===== config.mk =====
export PLATFORM = sky130hd
export DESIGN_NAME = piso_serializer
export DESIGN_NICKNAME = d
export VERILOG_FILES = /design/src/rtl/piso_serializer_pkg.sv /design/src/rtl/piso_serializer_shift_reg_load.sv /design/src/rtl/piso_serializer.sv
export SDC_FILE = /design/constraint.sdc
export NUM_CORES = 1
export LEC_CHECK = 0
export CORE_UTILIZATION = 40
export DETAILED_ROUTE_END_ITERATION = 12
export PLACE_DENSITY = 0.7
export RECOVER_POWER = 25
export SYNTH_ARGS = -nofsm -noshare
export SYNTH_HDL_FRONTEND = slang
export SYNTH_HIERARCHICAL = 1
export SYNTH_SLANG_ARGS = --single-unit

===== constraint.sdc =====
create_clock -name CLK -period 1.6 [get_ports CLK]
set_input_delay 0.4 -clock CLK [delete_from_list [all_inputs] [get_ports CLK]]
set_output_delay 0.4 -clock CLK [all_outputs]
set_load 0.02 [all_outputs]

===== src/rtl/piso_serializer_pkg.sv =====
// piso_serializer_pkg: shared state type, counter sizing and width limits for the serializer
package piso_serializer_pkg;

  typedef enum logic {
    IDLE  = 1'b0,
    SHIFT = 1'b1
  } state_e;

  localparam int MIN_WIDTH = 2;
  localparam int MAX_WIDTH = 32;

  // Bits needed to index 0..n-1, never less than one so a counter always exists.
  function automatic int clog2(input int n);
    int r;
    r = 0;
    for (int v = n - 1; v > 0; v = v >> 1) r++;
    return (r == 0) ? 1 : r;
  endfunction

  function automatic bit width_ok(input int w);
    return (w >= MIN_WIDTH) && (w <= MAX_WIDTH);
  endfunction

endpackage


===== src/rtl/piso_serializer_shift_reg_load.sv =====
// shift_reg_load: loadable shift register presenting its top bit, zero-filled from below
module shift_reg_load
  import piso_serializer_pkg::*;
#(
  parameter int WIDTH = 8
) (
  input  logic             clk_i,
  input  logic             rst_ni,
  input  logic             ce_i,
  input  logic             load_i,
  input  logic [WIDTH-1:0] data_i,
  output logic             msb_o
);

  logic [WIDTH-1:0] sr_q;
  logic [WIDTH-1:0] sr_d;

  // A load replaces the whole word; otherwise move one place toward the top and pull in a zero.
  always_comb sr_d = load_i ? data_i : {sr_q[WIDTH-2:0], 1'b0};

  // Register advances only on enabled clocks; reset clears it regardless of enable.
  always_ff @(posedge clk_i) begin
    if (!rst_ni) sr_q <= '0;
    else if (ce_i) sr_q <= sr_d;
  end

  assign msb_o = sr_q[WIDTH-1];

endmodule


===== src/rtl/piso_serializer.sv =====
// piso_serializer: valid/ready word intake, serial bit output with OVALID/FIRST/LAST framing
module piso_serializer
  import piso_serializer_pkg::*;
#(
  parameter int WIDTH     = 8,
  parameter bit MSB_FIRST = 1'b1
) (
  input  logic             CLK,
  input  logic             RESETN,
  input  logic             CE,
  input  logic [WIDTH-1:0] DATA,
  input  logic             VALID,
  output logic             READY,
  output logic             O,
  output logic             OVALID,
  output logic             FIRST,
  output logic             LAST
);

  localparam int CW = clog2(WIDTH);
  localparam logic [CW-1:0] LAST_IDX = CW'(WIDTH - 1);

  if (!width_ok(WIDTH)) begin : g_bad_width
    $error("piso_serializer: WIDTH out of range");
  end

  state_e          state_q;
  logic [CW-1:0]   cnt_q;
  logic [CW-1:0]   cnt_d;
  logic            ovalid_q;
  logic            first_q;
  logic            last_q;
  logic [WIDTH-1:0] word;
  logic            last_bit;
  logic            load;

  assign last_bit = (state_q == SHIFT) && (cnt_q == LAST_IDX);
  assign READY    = CE && ((state_q == IDLE) || last_bit);
  assign load     = VALID && READY;
  assign cnt_d    = cnt_q + CW'(1);

  // The shifter always emits its top bit, so LSB-first words are mirrored on the way in.
  always_comb begin
    word = '0;
    for (int i = 0; i < WIDTH; i++) word[i] = MSB_FIRST ? DATA[i] : DATA[WIDTH-1-i];
  end

  shift_reg_load #(.WIDTH(WIDTH)) u_sr (
    .clk_i (CLK),
    .rst_ni(RESETN),
    .ce_i  (CE),
    .load_i(load),
    .data_i(word),
    .msb_o (O)
  );

  // Frame sequencer: a load (also on the last bit) restarts the frame, otherwise count to the end then idle.
  always_ff @(posedge CLK) begin
    if (!RESETN) begin
      state_q  <= IDLE;
      cnt_q    <= '0;
      ovalid_q <= 1'b0;
      first_q  <= 1'b0;
      last_q   <= 1'b0;
    end else if (CE) begin
      if (load) begin
        state_q  <= SHIFT;
        cnt_q    <= '0;
        ovalid_q <= 1'b1;
        first_q  <= 1'b1;
        last_q   <= 1'b0;
      end else if (last_bit) begin
        state_q  <= IDLE;
        cnt_q    <= '0;
        ovalid_q <= 1'b0;
        first_q  <= 1'b0;
        last_q   <= 1'b0;
      end else if (state_q == SHIFT) begin
        cnt_q   <= cnt_d;
        first_q <= 1'b0;
        last_q  <= (cnt_d == LAST_IDX);
      end
    end
  end

  assign OVALID = ovalid_q;
  assign FIRST  = first_q;
  assign LAST   = last_q;

endmodule

# Word-level counts from Yosys, hierarchy flattened
# Index checks and enable logic that the tools add are counted.
# op_classes
add_sub_neg	1
n_eq_ne	2
mux	12
bitwise	1
n_reduce_logical	8
# op_table
operator	n
2-to-1 mux 3 bit	3
2-to-1 mux 1 bit	8
2-to-1 mux 8 bit	1
== test 3 bit, second input constant	2
AND reduction 2 bit	2
adder 3 x 1 -> 3 bit, second input constant	1
logical AND 1 bit	3
nonzero test 3 bit	1
nonzero test 2 bit	1
logical OR 1 bit	1
inverter 1 bit	1
# totals
ff_bits	14
inputBits	12
wordCells	29

# Depth between registers and ports, before layout
# depth
word_depth	7
mapped_depth	7

# Hierarchy
# Netlist, hierarchy kept.
# by_module_without_submodules
mod	n_inst	cells_per_inst	area_per_inst_um2
shift_reg_load	1	34	337.8
piso_serializer	1	27	289.0

# Least setup slack after synthesis
# Ideal clock, no wire load.
# synth_path
path_kind	reg2reg
from	register cnt_q[1]
to	register u_sr.sr_q[1]
setup_time_ns	0.119
t_arrival_ns	1.411
required_time_ns	1.481
path_slack_ns	0.069
stages_incl_launch_ff	8
path_buffers	1
cell_sequence	dfxtp_1 ha_1 ha_1 nand2b_1 and3_2 buf_4 mux2i_1 a21oi_1
# synth_via
elab_chain_cells	6
# synth_lines
item	line	text
start: declaration	piso_serializer.sv:28	logic [CW-1:0] cnt_q;
start signal: assignment	piso_serializer.sv:79	cnt_q <= cnt_d;
== test 3 bit	piso_serializer.sv:37	assign last_bit = (state_q == SHIFT) && (cnt_q == LAST_IDX);
logical AND 1 bit	piso_serializer.sv:37	
logical OR 1 bit	piso_serializer.sv:38	assign READY = CE && ((state_q == IDLE) || last_bit);
logical AND 1 bit	piso_serializer.sv:38	
logical AND 1 bit	piso_serializer.sv:39	assign load = VALID && READY;
net load	piso_serializer.sv:35	logic load;
2-to-1 mux 8 bit	piso_serializer_shift_reg_load.sv:19	always_comb sr_d = load_i ? data_i : {sr_q[WIDTH-2:0], 1'b0};
end signal: assignment	piso_serializer_shift_reg_load.sv:24	else if (ce_i) sr_q <= sr_d;
end: declaration	piso_serializer_shift_reg_load.sv:15	logic [WIDTH-1:0] sr_q;
# The timed path passes the listed nets, and every way through them passes these cells.
# A chain may end at the register's enable or synchronous reset.

# Worst setup path after layout
# layout_path
from	register cnt_q[1]
to	output port READY
# layout_via
elab_chain_cells	4
# layout_lines
item	line	text
== test 3 bit	piso_serializer.sv:37	
logical AND 1 bit	piso_serializer.sv:37	
logical OR 1 bit	piso_serializer.sv:38	
logical AND 1 bit	piso_serializer.sv:38	
end: declaration	piso_serializer.sv:13	output logic READY,
# No other way between the ends.

==> results.sh <==
export IMPL_final_max_slew_viol_count=0
export IMPL_initial_standard_cell_utilization_of_the_core=0.453
export IMPL_ys_seq_elements=14
export IMPL_synth_async_sr_flop_share=0
export IMPL_synthMostInstantiatedCell="dfxtp_1"
export IMPL_placementRows=13
export IMPL_delay_of_the_slowest_critical_path_stage_ns=0.34
export IMPL_timing_critical_path_cells="ha_4 > ha_4 > nand2b_4 > and2_4 > buf_6"
export IMPL_drt_first_pass_iters=3
export IMPL_slew_headroom=0.866
export IMPL_cp_data_required_time_ns=1.20
export IMPL_summed_instance_area_of_the_synthesized_netlist_um2=627
export IMPL_crit_path_top_delay_cell="dfxtp_2"
export IMPL_cts_root_buf="clkbuf_4"
export IMPL_critPathCaptureType="output port"
export IMPL_timing_critical_path_arrival_ns=1.29
export IMPL_syn_nets=76
export IMPL_reg2reg_slack_ns=0.20
export IMPL_syn_inst=61
export IMPL_core_area_um2=1380
export IMPL_combinationalPowerShare=0.180
export IMPL_finalWirelength_mm=1.16
export IMPL_power_static_leakage_nw=0.365
export IMPL_setup_tns_final_ns=-0.0915
export IMPL_cellInternalPower_mw=0.524
export IMPL_synthTopCellsByCount="dfxtp_1 (14), a21oi_1 (7), mux2i_1 (7)"
export IMPL_preCtsSetupSlack_ns=-0.411
export IMPL_critical_path_class="flop to output port"
export IMPL_dominantRegCellSynth="dfxtp_1"
export IMPL_initial_antenna_violation_count=0
export IMPL_yosys_warnings=6
export IMPL_final_area_um2=902
export IMPL_numClockSinks=14
export IMPL_tightestPinTransition_ns=0.200
export IMPL_finalWeightedCongestion=0.695
export IMPL_grt_remaining_overflow=0
export IMPL_ys_types=26
export IMPL_hold_path_startpoint="LAST$_SDFFE_PN0P_"
export IMPL_finalSetupViolCount=1
export IMPL_timing_final_ws_setup_ns=-0.0915
export IMPL_power_switching_mw=0.165
export IMPL_relative_contribution_of_the_clock_network_to_total_power=0.275
export IMPL_drcViolationCount=0
export IMPL_cts_made_buffers=3
export IMPL_biggest_fanout_along_the_worst_timing_path=2
export IMPL_diodes=0
export IMPL_fmax_mhz=591
export IMPL_max_cap_violations=0
export IMPL_synth_top_cell_by_area="dfxtp_1"
export IMPL_io_pin_count=17
export IMPL_num_vias=530
export IMPL_syn2layout_area_growth_pct=43.9
export IMPL_grt_usage=0.165
export IMPL_violations="negative setup slack"
export IMPL_layout_drive_gt1_share=0.271
export IMPL_worst_skew_pair_late_latency_ns=0.27
export IMPL_worst_setup_path_start_kind="flop"
export IMPL_time_the_final_worst_path_needs_with_i_o_delays_and_setup_ns=1.69
export IMPL_critPathTopFamily="flip-flops"
export IMPL_place_detailed_hpwl_um=862
export IMPL_worstHoldPathCells=1
export IMPL_first_global_vias=509
export IMPL_average_vias_per_placed_instance=5.30
export IMPL_p_per_area_nw_per_um2=763
export IMPL_report_final_hold_viol_count=0
export IMPL_dieArea_um2=1730
export IMPL_worst_ir_drop_vdd_mv=0.464
export IMPL_drt_iter0_drc=5
export IMPL_power_frac_seq=0.545
export IMPL_layout_nets=102
export IMPL_ys_top_cells_by_area="dfxtp_1 (45%), mux2i_1 (11%), ha_1 (6.0%)"
export IMPL_reg_to_reg_endpoint="u_sr/sr_q[3]$_SDFFE_PN0P_"
export IMPL_fin_crit_sh=1.06
export IMPL_critical_path_reg2reg_startpoint="cnt_q[1]$_SDFFE_PN0P_"
export IMPL_die_x_um=41.6
export IMPL_switching_part_of_the_total_power=0.239
export IMPL_detailed_place_area_um2=832
export IMPL_filler_cell_count=115
export IMPL_run_status="finished with violations"
export IMPL_cts_tree="done"
export IMPL_seq_area_frac_synth=0.447
export IMPL_synth_top_area_share=0.447
export IMPL_crit_buf_inv=1
export IMPL_grt_first_pass_wirelength_mm=2.19
export IMPL_hold_path_endpoint="LAST$_SDFFE_PN0P_"
export IMPL_path_clk_slew_ns=0.08
export IMPL_rsz0062_at_grt="true"
export IMPL_detail_route_wl_per_cell_um=11.6
export IMPL_finClkSkew_ns=0.00999
export IMPL_number_of_h_tree_levels=1
export IMPL_clock_path_buffers=2
export IMPL_final_core_utilization=0.652
export IMPL_synth_enable_flop_cells=0
export IMPL_grt_start_max_net_pins=23
export IMPL_ff2ff_path_depth=6
export IMPL_syn_area_per_cell_um2=10.3
export IMPL_cp_common_cell="ha_4"
export IMPL_antenna_violating_nets_post_route=0
export IMPL_worst_hold_slack_ns=0.476
export IMPL_hold_class="flop to flop"
export IMPL_place_port_buffers=16
export IMPL_cts_hold_repair_buffers=0
export IMPL_die_height_um=41.6
==> power groups by stage <==
stage	Combinational, mW	Clock (mW)	Sequential (mW)
floorplan	0.0544	0	0.389
global placement	0.121	0	0.381
detailed placement	0.122	0	0.382
CTS	0.121	0.199	0.376
global route	0.137	0.216	0.378
finish	0.124	0.189	0.375
==> worst max path at each step <==
| stage | endpoint | start | cells past startpoint | slack [ns] |
|---|---|---|---|---|
| 2_1_floorplan | u_sr/sr_q[1]$_SDFFE_PN0P_ | cnt_q[1]$_SDFFE_PN0P_ | 7 | 0.07 |
| 3_3_place_gp | READY | CE | 3 | -0.41 |
| 3_5_place_dp | READY | CE | 3 | -0.41 |
| 4_1_cts | READY | cnt_q[0]$_SDFFE_PN0P_ | 5 | -0.16 |
| 5_1_grt | READY | cnt_q[0]$_SDFFE_PN0P_ | 5 | -0.14 |
| 6_report | READY | cnt_q[1]$_SDFFE_PN0P_ | 5 | -0.09 |
==> final cells by class <==
type	count	area [um^2]	area share
Timing Repair Buffer	23	213	0.236
Clock buffer	3	22.5	0.0250
Multi-Input combinational cell	44	362	0.401
Tap cell	15	18.8	0.0208
Sequential cell	14	283	0.313
Inverter	1	3.75	0.00416
==> layer usage <==
metal / vias to the layer above / share of wire / track usage
met1: 245 / 0.46 / 0.199
met5: - / 0 / 0
met4: 0 / 0.012 / 0.0581
met2: 13 / 0.48 / 0.266
li1: 270 / - / -
met3: 2 / 0.050 / 0.0652
==> layout by cell type, fill, tap and decap left out, types with 3 or more instances in the layout <==
cell and count:
buf_4 6, clkdlybuf4s50_1 11, o21ai_0 4, a21oi_1 7
dfxtp_1 12, mux2i_1 7, o21ai_1 3, dlygate4sd2_1 4
clkbuf_4 3
==> per-stage QoR <==
stage / total power, mW / instances
global route: 0.730 / 100
finish: 0.688 / 100
CTS: 0.696 / 100
floorplan: 0.443 / 61
detailed placement: 0.504 / 96
global placement: 0.502 / 96
==> registers in the layout, indices dropped and copies added, names as in the netlist <==
name and cells:
FIRST 1, LAST 1, OVALID 1, cnt_q 3
u_sr/sr_q 8
==> logic make-up (layout without fill, tap and decap cells) <==
| kind of cell | Yosys count | after routing | share of synthesized area |
|---|---|---|---|
| AO/OA/AOI/OAI | 23 | 23 | 0.232 |
| flip-flops | 14 | 14 | 0.447 |
| multiplexers | 8 | 8 | 0.130 |
| AND/OR/NAND/NOR | 10 | 10 | 0.0958 |
| buffers and inverters | 3 | 27 | 0.0359 |
| adder cells (fa/ha/maj) | 3 | 3 | 0.0599 |
==> repair_timing <==
| action | in CTS | in global routing |
|---|---|---|
| pin swaps | 0 | 3 |
| setup endpoints to repair | 12 | 9 |
| buffers inserted | 1 | 0 |
| gates resized for setup | 17 | 3 |
(Power assumes the default switching activity.)
